--- src/rtl/router_pkg.sv ---
// Shared types and helpers for the 1xN router control path.
// State encoding, channel limits and a constant clog2.
package router_pkg;

    localparam int MIN_CH = 2;
    localparam int MAX_CH = 16;

    typedef enum logic [3:0] {
        DECODE_ADDRESS     = 4'd0,
        LOAD_FIRST_DATA    = 4'd1,
        LOAD_DATA          = 4'd2,
        LOAD_PARITY        = 4'd3,
        CHECK_PARITY_ERROR = 4'd4,
        FIFO_FULL_STATE    = 4'd5,
        LOAD_AFTER_FULL    = 4'd6,
        WAIT_TILL_EMPTY    = 4'd7,
        DROP_PKT           = 4'd8
    } state_t;

    function automatic int clog2(input int value);
        int r;
        r = 0;
        while ((1 << r) < value) begin
            r = r + 1;
        end
        return r;
    endfunction

endpackage

--- src/rtl/router_fsm_nch_timer.sv ---
// Bounded wait counter for the WAIT_TILL_EMPTY state.
// Saturates instead of wrapping; never expires when WAIT_TIMEOUT is 0.
module router_wait_timer
    import router_pkg::*;
#(
    parameter int WAIT_TIMEOUT = 256
) (
    input  logic clock,
    input  logic resetn,
    input  logic enable,
    input  logic clear,
    output logic expire
);

    localparam int RAW_W = clog2(WAIT_TIMEOUT + 1);
    localparam int TW    = (RAW_W < 1) ? 1 : RAW_W;

    logic [TW-1:0] count;

    always_ff @(posedge clock) begin
        if (!resetn) begin
            count <= '0;
        end else if (clear) begin
            count <= '0;
        end else if (enable && (count != '1)) begin
            count <= count + TW'(1);
        end
    end

    generate
        if (WAIT_TIMEOUT == 0) begin : g_forever
            assign expire = 1'b0;
        end else begin : g_bounded
            assign expire = (count == TW'(WAIT_TIMEOUT - 1));
        end
    endgenerate

endmodule

--- src/rtl/router_fsm_nch.sv ---
// Control FSM for a 1xN packet router: decode, load, parity, stall,
// illegal-address drop and bounded wait-till-empty with timeout drop.
module router_fsm_nch
    import router_pkg::*;
#(
    parameter int NUM_CH       = 3,
    parameter int ADDR_W       = 2,
    parameter int WAIT_TIMEOUT = 256
) (
    input  logic              clock,
    input  logic              resetn,
    input  logic              pkt_valid,
    input  logic [ADDR_W-1:0] data_in,
    input  logic              parity_done,
    input  logic              low_pkt_valid,
    input  logic [NUM_CH-1:0] fifo_full,
    input  logic [NUM_CH-1:0] fifo_empty,
    input  logic [NUM_CH-1:0] soft_reset,
    output logic [ADDR_W-1:0] dest_sel,
    output logic              busy,
    output logic              detect_add,
    output logic              lfd_state,
    output logic              ld_state,
    output logic              laf_state,
    output logic              full_state,
    output logic              rst_int_reg,
    output logic              write_enb_reg,
    output logic              drop_state,
    output logic              addr_err,
    output logic              wait_timeout
);

    state_t            state;
    state_t            next_state;
    logic [ADDR_W-1:0] sel;
    logic              sel_empty;
    logic              sel_full;
    logic              soft_hit;
    logic              illegal;
    logic              expire;
    logic              addr_err_d;
    logic              timeout_d;
    logic              in_wait;

    // In DECODE the header is not latched yet, so look at data_in directly.
    always_comb begin
        sel       = (state == DECODE_ADDRESS) ? data_in : dest_sel;
        sel_empty = 1'b0;
        sel_full  = 1'b0;
        soft_hit  = 1'b0;
        for (int i = 0; i < NUM_CH; i++) begin
            if (sel == ADDR_W'(i)) begin
                sel_empty = fifo_empty[i];
                sel_full  = fifo_full[i];
            end
            if (dest_sel == ADDR_W'(i)) begin
                soft_hit = soft_reset[i];
            end
        end
    end

    assign illegal = (32'(data_in) >= 32'(NUM_CH));
    assign in_wait = (state == WAIT_TILL_EMPTY);

    router_wait_timer #(
        .WAIT_TIMEOUT(WAIT_TIMEOUT)
    ) u_timer (
        .clock (clock),
        .resetn(resetn),
        .enable(in_wait),
        .clear (!in_wait),
        .expire(expire)
    );

    always_comb begin
        next_state = state;
        addr_err_d = 1'b0;
        timeout_d  = 1'b0;
        unique case (state)
            DECODE_ADDRESS: begin
                if (pkt_valid) begin
                    if (illegal) begin
                        next_state = DROP_PKT;
                        addr_err_d = 1'b1;
                    end else if (sel_empty) begin
                        next_state = LOAD_FIRST_DATA;
                    end else begin
                        next_state = WAIT_TILL_EMPTY;
                    end
                end
            end
            LOAD_FIRST_DATA: next_state = LOAD_DATA;
            LOAD_DATA: begin
                if (sel_full) begin
                    next_state = FIFO_FULL_STATE;
                end else if (!pkt_valid) begin
                    next_state = LOAD_PARITY;
                end
            end
            LOAD_PARITY: next_state = CHECK_PARITY_ERROR;
            CHECK_PARITY_ERROR: begin
                next_state = sel_full ? FIFO_FULL_STATE
                                      : DECODE_ADDRESS;
            end
            FIFO_FULL_STATE: begin
                if (!sel_full) begin
                    next_state = LOAD_AFTER_FULL;
                end
            end
            LOAD_AFTER_FULL: begin
                if (parity_done) begin
                    next_state = DECODE_ADDRESS;
                end else if (low_pkt_valid) begin
                    next_state = LOAD_PARITY;
                end else begin
                    next_state = LOAD_DATA;
                end
            end
            WAIT_TILL_EMPTY: begin
                if (sel_empty) begin
                    next_state = LOAD_FIRST_DATA;
                end else if (expire) begin
                    next_state = DROP_PKT;
                    timeout_d  = 1'b1;
                end
            end
            DROP_PKT: begin
                if (!pkt_valid) begin
                    next_state = DECODE_ADDRESS;
                end
            end
            default: next_state = DECODE_ADDRESS;
        endcase
        // Only the channel this packet targets may abort it.
        if ((state != DECODE_ADDRESS) && soft_hit) begin
            next_state = DECODE_ADDRESS;
            timeout_d  = 1'b0;
        end
    end

    always_ff @(posedge clock) begin
        if (!resetn) begin
            state        <= DECODE_ADDRESS;
            dest_sel     <= '0;
            addr_err     <= 1'b0;
            wait_timeout <= 1'b0;
        end else begin
            state        <= next_state;
            addr_err     <= addr_err_d;
            wait_timeout <= timeout_d;
            if ((state == DECODE_ADDRESS) && pkt_valid) begin
                dest_sel <= data_in;
            end
        end
    end

    assign detect_add  = (state == DECODE_ADDRESS);
    assign lfd_state   = (state == LOAD_FIRST_DATA);
    assign ld_state    = (state == LOAD_DATA);
    assign laf_state   = (state == LOAD_AFTER_FULL);
    assign full_state  = (state == FIFO_FULL_STATE);
    assign rst_int_reg = (state == CHECK_PARITY_ERROR);
    assign drop_state  = (state == DROP_PKT);

    assign write_enb_reg = (state == LOAD_DATA)
                         | (state == LOAD_PARITY)
                         | (state == LOAD_AFTER_FULL);

    assign busy = (state == LOAD_FIRST_DATA)
                | (state == LOAD_PARITY)
                | (state == FIFO_FULL_STATE)
                | (state == LOAD_AFTER_FULL)
                | (state == CHECK_PARITY_ERROR)
                | (state == WAIT_TILL_EMPTY);

endmodule

--- config.mk ---
export PLATFORM = sky130hd
export DESIGN_NAME = router_fsm_nch
export DESIGN_NICKNAME = d
export VERILOG_FILES = /design/src/rtl/router_pkg.sv /design/src/rtl/router_fsm_nch_timer.sv /design/src/rtl/router_fsm_nch.sv
export SDC_FILE = /design/constraint.sdc
export NUM_CORES = 1
export LEC_CHECK = 0
export CORE_MARGIN = 4
export CORE_UTILIZATION = 31
export DETAILED_ROUTE_END_ITERATION = 10
export GPL_ROUTABILITY_DRIVEN = 1
export PLACE_DENSITY = 0.56
export SLEW_MARGIN = 10
export SYNTH_ARGS = -nofsm -noshare
export SYNTH_HDL_FRONTEND = slang
export SYNTH_SLANG_ARGS = --single-unit
--- constraint.sdc ---
create_clock -name clock -period 3.15 [get_ports clock]
set_input_delay 0.63 -clock clock [delete_from_list [all_inputs] [get_ports clock]]
set_output_delay 0.63 -clock clock [all_outputs]
set_load 0.01 [all_outputs]
Word-level counts from Yosys, hierarchy flattened
Index checks and enable logic that the tools add are counted.
- magnitude comparators: 1
- $add $sub $neg: 1
- mux-type cells: 25
- reduce and logical (&&, ||, !) cells: 12
- bitwise operators: 9
- equal/unequal tests: 19
- operators by type and width (kind ; count):
    case mux 4 bit (9 select lines) ; 1
    2-to-1 mux 4 bit ; 8
    == test 4 x 3 -> 1 bit, second input constant ; 4
    2-to-1 mux 1 bit ; 12
    adder 9 x 1 -> 9 bit, second input constant ; 1
    == test 9 x 8 -> 1 bit, second input constant ; 1
    inequality test 9 bit, second input constant ; 1
    == test 4 x 2 -> 1 bit, second input constant ; 2
    bitwise OR 1 bit ; 7
    2-to-1 mux 3 bit ; 2
    inequality test 2 bit, second input constant ; 3
    AND reduction 5 bit ; 1
    == test 2 x 1 -> 1 bit, second input constant ; 2
    == test 2 bit, second input constant ; 2
    == test 4 x 1 -> 1 bit, second input constant ; 1
    == test 4 bit, second input constant ; 1
    zero test 2 bit ; 2
    zero test 4 bit ; 1
    2-to-1 mux 2 bit ; 2
    nonzero test 4 bit ; 1
    OR reduction 4 bit ; 1
    logical AND 1 bit ; 3
    inequality test 3 x 2 -> 1 bit, second input constant ; 1
    inequality test 3 bit, second input constant ; 1
    other kinds (5) ; 6
- flip-flop bits (word level): 17
- input bits: 16
- output and inout port bits: 13
- logic and storage cells: 72

Depth between registers and ports, before layout
Gate-level depths: netlist (run 1).
- depth after elaboration: 10
- depth in mapped cells: 10
- depth with buffers taken out: 9

Hierarchy
Synthesis (run 1) repeated with hierarchy kept, for this count alone.
- cell total of the unflattened synthesis: 166
- area, all modules: 1246.2 um2
- by module, submodules not included (module ; sequential area each (um2) ; cells an instance ; instances ; area each (um2)):
    router_fsm_nch ; 160.2 ; 116 ; 1 ; 792.0
    router_wait_timer ; 180.2 ; 50 ; 1 ; 454.2

Worst setup path before layout (run 1)
OpenSTA, ideal clock, no wires.
- path type: register to register
- start: register state[0]
- end: register state[1]
- setup time: 0.116 ns
- required time: 3.034 ns
- slack: 0.927 ns
- path buffers: 2
- cell stages (with the launch flop): 10
- period minus slack after synthesis: 2.223 ns
- data arrival time: 2.107 ns
- cell sequence: dfxtp_1 buf_6 or4_4 buf_6 clkinv_8 mux2i_1 o21ai_2 a41oi_1 a211oi_2 a31o_1
- longest elaborated chain between the ends: 10
- elaborated cells on any way between the ends: 34
- classes of those cells: 15 x eq/ne; 13 x mux; 6 x reduce/logical
- RTL lines (element ; RTL line ; source):
    start: declaration ; router_fsm_nch.sv:33 ; state_t state;
    start signal: assignment ; router_fsm_nch.sv:148 ; state <= next_state;
    zero test 4 bit ; router_fsm_nch.sv:47, router_fsm_nch.sv:79 ;
    2-to-1 mux 2 bit ; router_fsm_nch.sv:47 ; sel = (state == DECODE_ADDRESS) ? data_in : dest_sel;
    zero test 2 bit ; router_fsm_nch.sv:52 ; if (sel == ADDR_W'(i)) begin
    2-to-1 mux 1 bit (3 in a row) ; router_fsm_nch.sv:52 ;
    2-to-1 mux 3 bit ; router_fsm_nch.sv:85 ; end else if (sel_empty) begin
    2-to-1 mux 4 bit ; router_fsm_nch.sv:82 ; if (illegal) begin
    2-to-1 mux 4 bit ; router_fsm_nch.sv:81 ; if (pkt_valid) begin
    case mux 4 bit (9 select lines) ; router_fsm_nch.sv:79 ; unique case (state)
Several ways; a longest one is shown, not always the timed one. The select of a mux whose other input is x is not followed.
A chain may end at the register's enable or synchronous reset.

Worst setup path in the final report (run 1)
- start: register state[2]
- end: output detect_add
- longest elaborated chain between the ends: 1
- RTL lines (element ; RTL line ; source):
    zero test 4 bit ; router_fsm_nch.sv:157 ; assign detect_add = (state == DECODE_ADDRESS);
    end: declaration ; router_fsm_nch.sv:21 ; output logic detect_add,
No other way between the ends.

==> impl_metrics.csv, run 1 <==
group,metric,value,unit
critical_path,crit_arrival,1.97,ns
timing,hold_viol_final,0,
timing,slew_headroom,0.593,
place,gp_congestion,0.825,
timing,fin_hold_ws,0.526,ns
drt,wl_per_cell,12.3,um
drt,ant_nets,0,
synthesis,synthFlopType,"dfxtp_1",
clock_tree,root_buffer,"clkbuf_8",
synthesis,synth_edf_count,0,
drt,drc,0,
place,place_hpwl,2250,um
floorplan,ios,29,
drt,vias,1117,
synthesis,synth_cell_types,44,
critical_path,path_depth,3,
clock_tree,path_clk_slew,0.06,ns
timing,fin_tns_setup,0,ns
clock_tree,cts_buffer_depth,2,
timing,period_minus_slack,2.60,ns
global_route,grt_util_met2,0.191,
final_layout,layout_commonest_cell,"clkdlybuf4s50_1",
global_route,gr-total-overflow,0,
floorplan,rows,22,
critical_path,worstPathMaxFanout,13,
global_route,grt_max_degree,14,
drt,vias_per_cell,4.99,
power,p_leak,0.539,nW
timing,setup_viol,0,
floorplan,die_h,69.9,um
synthesis,async_flop_share,0,
synthesis,avgSynthCellArea,7.92,um2
drt,dr.pass1.iters,4,
final_layout,antenna_cells,0,
clock_tree,clk_latency,0.25,ns
global_route,use_met1,0.138,
floorplan,die_w,69.9,um
global_route,met3_usage,0.0201,
timing,skew,0.00345,ns
drt,drt-total-wl,2760,um
power,worst_ir_drop_vdd,0.000243,V
critical_path,critPathKind,"flip-flop to output port",
critical_path,critPathTopFamily,"buffers and inverters",
power,powerDensity,750,nW/um2
clock_tree,cts-htree-levels,1,
synthesis,syn_area,1190,um2
synthesis,ys_ff_latch,17,
global_route,grt_pass1_vias,1111,
clock_tree,clock_sinks,17,
global_route,gr-max-usage-layer,"met2",
final_layout,layout_common_cells,"clkdlybuf4s50_1 (28), nor2_1 (19), nand2_1 (19)",
clock_tree,post_cts_buffers,0,
synthesis,ys_warn_count,0,
critical_path,rr_worst_depth,7,
synthesis,ys_seq_area_frac,0.287,
drt,drtIter0Drc,61,
floorplan,core,3690,um2
final_layout,area_delta_synth_final,28.5,%
timing,fin_crit_sh,0.825,
floorplan,initial_core_util,0.322,
status,status,"completed",
timing,rsz0062_at_grt,"no",
clock_tree,cts_tree,"built",
timing,slew_violations,0,
global_route,grt_pass1_wl,4640,um
timing,worst_slew_pin_slew,0.602,ns
critical_path,crit_slowest_cell,"or4_4",
critical_path,crit_path_cell_trace,"or4_4 -> clkinv_8 -> clkdlybuf4s50_1",
critical_path,timing.critical_path.buf_inv,2,
synthesis,synth_cells,150,
job,drv_cap,0,
min_path,holdPathStages,2,
critical_path,start_kind,"flip-flop",
critical_path,cpPeakStageDelay,0.63,ns
final_layout,final_nets,196,
final_layout,drive_gt1_frac,0.0795,
min_path,hold_class,"flip-flop to flip-flop",
critical_path,end_kind,"output port",
place,io_buffers,28,
timing,clock.fmax,385,MHz
synthesis,syn_nets,169,
clock_tree,numCtsBuffers,3,
clock_tree,ctsHoldBuffers,0,
critical_path,required,2.52,ns
clock_tree,cts_resized,0,
floorplan,dieArea,4880,um2
global_route,antenna_found_initial,0,
global_route,grt_usage,0.112,
final timing paths:
path | endpoint | from | slack, ns
worst max-delay path | detect_add | state[2] | 0.55
worst min-delay path | u_timer.count[1] | u_timer.count[1] | 0.53
worst max register to register | state[1] | state[2] | 0.72
worst min register to register | u_timer.count[1] | u_timer.count[1] | 0.53
worst reg2reg max path: cells and delay by family, from the launching register on:
family | cells | cell delay [ns]
AOI/OAI and AO/OA | 4 | 0.83
and+or+nand+nor | 1 | 0.63
DFF | 1 | 0.43
muxes | 1 | 0.31
buffers and inverters | 1 | 0.12
logic make-up after synthesis:
family,Yosys count,synth area share
AO/OA/AOI/OAI,34,0.199
XOR/XNOR,8,0.0590
adder cells (fa/ha/maj),3,0.0316
buffers and inverters,12,0.0706
flip-flops,17,0.287
multiplexers,3,0.0253
AND/OR/NAND/NOR,73,0.328
sequential cells by signal, indices dropped and copies added, names as in the netlist:
name and flops:
wait_timeout 1, dest_sel 2, addr_err 1, state 4, u_timer.count 9
metal layers:
layer,vias to the layer above,routed length [um]
met5,-,0
met1,509,1270
met4,0,17
li1,579,-
met2,27,1350
met3,2,125
final cells by class:
type	count	area, um2
flip-flops and latches	17	340
inverters	6	35.0
well taps	48	60.1
multi-input cells	121	763
repair buffers	28	280
clock buffers	3	41.3
fillers	407	2160
clock inverters	1	5.00
metrics by stage:
step	utilization	std cells	power, mW	instance area [um2]	setup WS [ns]
after floorplan	-	150	0.841	1190	0.927
after global placement	0.401	220	0.996	1480	0.643
after detailed placement	0.401	220	1.00	1480	0.578
after CTS	0.414	224	1.16	1530	0.536
after global routing	0.414	224	1.24	1530	0.484
final	0.414	224	1.14	1530	0.552
cell usage after synthesis, types with 2 or more instances:
cell type  instances  area [um2]
ha_1               3        37.5
xnor2_1            4        35.0
nor3_1             3        15.0
dfxtp_1           17         340
nor2_1            19        71.3
and3_1             2        12.5
mux2i_1            3        30.0
a31oi_1            3        18.8
nand2_1           19        71.3
a21oi_1            8        40.0
buf_6              3        33.8
nor4b_1            2        17.5
o21ai_0            7        35.0
nand4_1            2        12.5
o211ai_1           2        15.0
a21boi_0           2        15.0
nor2b_1            3        18.8
nand3_1            6        30.0
xor2_1             4        35.0
inv_1              5        18.8
nand2b_1           9        56.3
o21ai_2            2        17.5
power breakdown:
| group | internal [mW] | switching (mW) |
|---|---|---|
| Clock | 0.0875 | 0.0680 |
| Combinational | 0.314 | 0.373 |
| Sequential | 0.243 | 0.0585 |
| Total | 0.645 | 0.499 |
Note: power is estimated with default switching activity, not from simulation.
==> run 2, diff against run 1 <==
--- a/config.mk
+++ b/config.mk
@@ -9,7 +9,7 @@
 export CORE_UTILIZATION = 31
 export DETAILED_ROUTE_END_ITERATION = 10
 export GPL_ROUTABILITY_DRIVEN = 1
-export PLACE_DENSITY = 0.56
+export PLACE_DENSITY = 0.58
 export SLEW_MARGIN = 10
 export SYNTH_ARGS = -nofsm -noshare
 export SYNTH_HDL_FRONTEND = slang
==> constraint.sdc (replaced) <==
create_clock -name clock -period 2.3 [get_ports clock]
set_input_delay 0.46 -clock clock [delete_from_list [all_inputs] [get_ports clock]]
set_output_delay 0.46 -clock clock [all_outputs]
set_load 0.01 [all_outputs]
==> impl_metrics.csv, run 2 (synthesis gave the netlist of run 1 again) <==
group,metric,value,unit
floorplan,dieArea,4880,um2
power,p_int,1.02,mW
drt,drtIter0Drc,59,
drt,dr.pass1.iters,4,
final_layout,layout_common_cells,"clkdlybuf4s50_1 (27), nor2_1 (19), nand2_1 (19)",
place,gp_congestion,0.820,
power,worst_ir_drop_vdd,0.000641,V
timing,slew_violations,0,
global_route,use_met1,0.155,
clock_tree,path_clk_slew,0.06,ns
timing,hold_viol_final,0,
final_layout,fin_cells,235,
power,p_leak,0.600,nW
final_layout,largest_registers,"u_timer.count (9), state (4), dest_sel (2)",
floorplan,die_h,69.9,um
final_layout,seqCellArea,340,um2
critical_path,required,2.44,ns
critical_path,worstPathMaxFanout,5,
final_layout,area_delta_synth_final,37.6,%
global_route,antenna_found_initial,0,
critical_path,timing.critical_path.buf_inv,3,
drt,drt-total-wl,3010,um
clock_tree,clock_sinks,17,
global_route,grt_pass1_vias,1101,
final_layout,drive_gt1_frac,0.150,
final_layout,layout_commonest_cell,"clkdlybuf4s50_1",
status,status,"completed",
min_path,hold_class,"flip-flop to flip-flop",
timing,setup_viol,0,
global_route,gr-max-usage-layer,"met2",
final_layout,largest_reg_flops,9,
floorplan,initial_core_util,0.322,
critical_path,crit_arrival,2.40,ns
final_layout,final_nets,207,
global_route,grt_max_degree,13,
final_layout,fill_cells,389,
floorplan,core,3690,um2
drt,wl_per_cell,12.8,um
clock_tree,root_buffer,"clkbuf_8",
floorplan,die_w,69.9,um
timing,worst_slew_pin_slew,0.624,ns
critical_path,crit_path_cell_trace,"or4_4 -> buf_6 -> buf_4 -> nor3b_4 -> o21ai_2 -> a41oi_2 -> buf_4 -> a211oi_2 -> a31o_1",
critical_path,critPathKind,"flip-flop to flip-flop",
critical_path,start_kind,"flip-flop",
global_route,grt_pass1_wl,4970,um
floorplan,rows,22,
clock_tree,numCtsBuffers,3,
drt,vias_per_cell,4.94,
timing,skew,0.000930,ns
timing,slew_headroom,0.578,
power,p_seq_frac,0.205,
global_route,grt_usage,0.122,
power,p_switching,0.749,mW
clock_tree,clk_latency,0.25,ns
place,place_hpwl,2290,um
critical_path,end_kind,"flip-flop",
floorplan,ios,29,
power,power,1.77,mW
place,io_buffers,28,
clock_tree,cts_buffer_depth,2,
drt,drc,0,
critical_path,critPathTopFamily,"simple AND/OR/NAND/NOR gates",
critical_path,crit_slowest_cell,"or4_4",
clock_tree,cts-htree-levels,1,
power,clock_power_share,0.122,
job,drv_cap,0,
timing,fin_crit_sh,0.979,
final_layout,regMostFlops,"u_timer.count",
drt,vias,1161,
timing,period_minus_slack,2.25,ns
timing,clock.fmax,444,MHz
critical_path,cpPeakStageDelay,0.59,ns
power,sw_frac_of_total,0.423,
global_route,gr-total-overflow,0,
global_route,grt_util_met2,0.206,
place,place_inst,229,
power,powerDensity,1080,nW/um2
timing,rsz0062_at_grt,"yes",
global_route,met3_usage,0.0216,
power,p_comb_frac,0.673,
final_layout,multi_input_area,787,um2
drt,ant_nets,0,
clock_tree,cts_tree,"built",
critical_path,cp_common_cell,"buf_4",
final_layout,antenna_cells,0,
[run 2: final cells by class]
cell class,count,share of cell area
Clock buffer,3,0.0253
Clock inverter,1,0.00306
Inverter,6,0.0214
Multi-Input combinational cell,121,0.482
Sequential cell,17,0.208
Tap cell,48,0.0368
Timing Repair Buffer,39,0.224
[run 2: power groups by stage]
stage / Combinational [mW] / Clock, mW / Sequential [mW]
6_report: 1.19 / 0.216 / 0.362
5_1_grt: 1.29 / 0.241 / 0.371
4_1_cts: 1.14 / 0.224 / 0.363
3_5_place_dp: 1.11 / 0 / 0.370
3_3_place_gp: 1.11 / 0 / 0.369
2_1_floorplan: 0.774 / 0 / 0.378
[run 2: path summary, 6_finish.rpt]
kind | startpoint | end | slack (ns) | cells past startpoint
setup / recovery | state[0] | state[1] | 0.05 | 9
hold / removal | u_timer.count[8] | u_timer.count[8] | 0.52 | 2
setup reg to reg | state[0] | state[1] | 0.05 | 9
hold reg to reg | u_timer.count[8] | u_timer.count[8] | 0.52 | 2
[run 2: layer usage]
| layer | wire (um) | vias up |
|---|---|---|
| li1 | - | 605 |
| met1 | 1390 | 526 |
| met2 | 1440 | 26 |
| met3 | 145 | 4 |
| met4 | 36 | 0 |
| met5 | 0 | - |
[run 2: metrics by stage]
step	worst slack, ns	instance area [um2]	setup TNS, ns	hold slack (ns)	utilization
floorplan	0.0772	1190	0	0.479	-
global placement	0.0312	1550	0	0.494	0.419
detailed placement	-0.000817	1550	-0.000817	0.510	0.419
CTS	0.0226	1610	0	0.526	0.435
global route	-0.0105	1630	-0.0138	0.555	0.443
finish	0.0483	1630	0	0.520	0.443
[run 2: tightest hold or removal path, delay by kind of cell, from the launching register on]
family           cells  cell delay, ns
AO/OA/AOI/OAI        1            0.07
AND/OR/NAND/NOR      1            0.07
flip-flops           1            0.35
[run 2: timing repair]
action,in CTS,in global routing
hold buffers,0,0
pin swaps,1,3
endpoints found under the setup margin,1,5
buffers inserted,1,1
resized for setup,2,4
endpoints found under the hold margin,0,0
==> run 3, diff against run 2 <==
--- a/config.mk
+++ b/config.mk
@@ -5,12 +5,14 @@
 export SDC_FILE = /design/constraint.sdc
 export NUM_CORES = 1
 export LEC_CHECK = 0
+export ABC_AREA = 1
 export CORE_MARGIN = 4
 export CORE_UTILIZATION = 31
 export DETAILED_ROUTE_END_ITERATION = 10
 export GPL_ROUTABILITY_DRIVEN = 1
-export PLACE_DENSITY = 0.58
+export PLACE_DENSITY = 0.59
 export SLEW_MARGIN = 10
 export SYNTH_ARGS = -nofsm -noshare
 export SYNTH_HDL_FRONTEND = slang
+export SYNTH_HIERARCHICAL = 1
 export SYNTH_SLANG_ARGS = --single-unit
==> impl_metrics.csv, run 3 <==
group,metric,value,unit
critical_path,crit_arrival,1.75,ns
critical_path,worstPathMaxFanout,6,
power,p_comb_frac,0.589,
timing,slew_headroom,0.707,
synthesis,syn_nets,199,
drt,drtIter0Drc,79,
synthesis,synth_common_cells,"nand2_1 (37), nor2_1 (25), inv_1 (22), nand3_1 (20), dfxtp_1 (17)",
synthesis,synthFlopType,"dfxtp_1",
critical_path,end_kind,"output port",
power,p_leak,0.648,nW
power,p_seq_frac,0.262,
synthesis,synth_top_area_cell,"dfxtp_1",
synthesis,synth_cells,180,
timing,clock.fmax,453,MHz
power,powerDensity,930,nW/um2
floorplan,initial_core_util,0.320,
global_route,grt_usage,0.120,
clock_tree,cts_buffer_depth,2,
synthesis,yosys.area_share.adder,0.0320,
timing,fin_crit_sh,0.961,
critical_path,r2r_start,"state[3]",
critical_path,required,1.84,ns
drt,vias_per_cell,4.59,
critical_path,r2r_slack,0.51,ns
floorplan,dieArea,4830,um2
final_layout,fill_cells,395,
global_route,grt_pass1_wl,4820,um
clock_tree,path_clk_slew,0.06,ns
place,io_buffers,28,
clock_tree,post_cts_buffers,0,
critical_path,r2r_end,"state[0]",
timing,layout_setup_ws,0.0906,ns
clock_tree,root_buffer,"clkbuf_8",
power,p_int,0.822,mW
final_layout,regMostFlops,"u_timer/count",
power,power,1.48,mW
job,drv_cap,0,
global_route,grt_pass1_vias,1138,
synthesis,synthSimpleGateAreaFrac,0.492,
floorplan,die_h,69.5,um
final_layout,layout_commonest_cell,"nand2_1",
power,worst_ir_drop_vdd,0.000398,V
clock_tree,clk_latency,0.25,ns
timing,fin_hold_ws,0.479,ns
synthesis,synth-xor-area-share,0,
min_path,hold_class,"flip-flop to flip-flop",
synthesis,async_flop_share,0,
final_layout,final_nets,234,
final_layout,largest_registers,"u_timer/count (9), state (4), dest_sel (2)",
timing,period_minus_slack,2.21,ns
clock_tree,numCtsBuffers,3,
floorplan,rows,22,
final_layout,area_delta_synth_final,35.3,%
timing,setup_viol,0,
power,clock_power_share,0.149,
place,place_hpwl,2210,um
synthesis,synthTopCellsByArea,"dfxtp_1 (29%), nand2_1 (12%), nand3_1 (8.5%)",
floorplan,die_w,69.5,um
synthesis,ys_ff_latch,17,
clock_tree,cts_tree,"built",
drt,wl_per_cell,10.4,um
critical_path,rr_worst_depth,11,
power,sw_frac_of_total,0.443,
global_route,grt_max_degree,11,
synthesis,synth_cell_types,24,
drt,dr.pass1.iters,4,
synthesis,synth_top_family_by_area,"simple AND/OR/NAND/NOR gates",
timing,slew_violations,0,
power,p_switching,0.653,mW
synthesis,avgSynthCellArea,6.51,um2
timing,hold_viol_final,0,
final_layout,antenna_cells,0,
final_layout,drive_gt1_frac,0.150,
synthesis,yosysMostFrequentCell,"nand2_1",
drt,drt-total-wl,2730,um
floorplan,core,3660,um2
global_route,met3_usage,0.0304,
clock_tree,clock_sinks,17,
global_route,use_met1,0.143,
min_path,holdPathEnd,"u_timer/count[4]",
drt,vias,1202,
synthesis,syn_area,1170,um2
drt,ant_nets,0,
min_path,min_from,"u_timer/count[4]",
global_route,grt_util_met2,0.201,
timing,skew,0.00246,ns
synthesis,ys_warn_count,6,
timing,worst_slew_pin_slew,0.440,ns
synthesis,ys_seq_area_frac,0.290,
drt,drc,0,
place,gp_congestion,0.790,
synthesis,synth_edf_count,0,
timing,rsz0062_at_grt,"yes",
synthesis,synth_compound_area_frac,0.109,
critical_path,critPathKind,"flip-flop to output port",
status,status,"completed",
final_layout,largest_reg_flops,9,
clock_tree,cts-htree-levels,1,
place,dp_slack,0.187,ns
global_route,gr-max-usage-layer,"met2",
synthesis,synth_top_area_frac,0.290,
synthesis,synth_mux_area_frac,0,
global_route,antenna_found_initial,0,
global_route,gr-total-overflow,0,
timing,fin_tns_setup,0,ns
floorplan,ios,29,
min_path,holdPathStages,2,
final_layout,layout_common_cells,"nand2_1 (37), clkdlybuf4s50_1 (28), nor2_1 (25)",
critical_path,start_kind,"flip-flop",
[run 3: metal layers]
| layer | part of all wire | routed length (um) |
|---|---|---|
| met5 | 0 | 0 |
| met1 | 0.47 | 1280 |
| met2 | 0.45 | 1230 |
| met3 | 0.065 | 177 |
| met4 | 0.017 | 47 |
[run 3: kinds of logic after synthesis]
kind of cell / after synthesis
adder cells (fa/ha/maj): 3
flip-flops: 17
AO/OA/AOI/OAI: 23
buffers and inverters: 24
AND/OR/NAND/NOR: 113
[run 3: power groups by stage]
| stage | combinational, mW | clock, mW | sequential, mW |
|---|---|---|---|
| CTS | 0.870 | 0.232 | 0.382 |
| detailed placement | 0.865 | 0 | 0.388 |
| global route | 0.983 | 0.250 | 0.396 |
| floorplan | 0.578 | 0 | 0.395 |
| finish | 0.869 | 0.220 | 0.386 |
| global placement | 0.874 | 0 | 0.388 |
[run 3: repair_timing]
action | in CTS | in global routing
gates resized for setup | 1 | 3
hold buffers | 0 | 0
gates cloned | 0 | 0
hold endpoints to repair | 0 | 0
endpoints found under the setup margin | 1 | 3
[run 3: metrics by stage]
step	cell area, um2	cells	utilization
2_1_floorplan	1170	180	-
4_1_cts	1580	262	0.431
5_1_grt	1590	262	0.433
3_5_place_dp	1530	258	0.417
3_3_place_gp	1530	258	0.417
6_report	1590	262	0.433
[run 3: worst max-delay path, cell delays in order (launching register included)]
cell	delay [ns]
dfxtp_1	0.49
nand2_1	0.20
nor3_2	0.23
clkdlybuf4s50_1	0.58
[run 3: final cells by class]
class                   instances  area, um2  share of cell area
clock buffers                   3       41.3              0.0260
clock inverters                 1       5.00             0.00315
inverters                      24       90.1              0.0568
multi-input cells             139        752               0.474
flip-flops and latches         17        343               0.216
well taps                      48       60.1              0.0379
repair buffers                 30        295               0.186
[run 3: worst max-delay path by stage]
stage               start          to  cells past startpoint
2_1_floorplan    state[0]    state[0]                      7
3_3_place_gp   data_in[0]    state[0]                     10
3_5_place_dp   data_in[0]    state[0]                     10
4_1_cts          state[1]    ld_state                      5
5_1_grt          state[1]    ld_state                      5
6_report         state[2]  full_state                      3
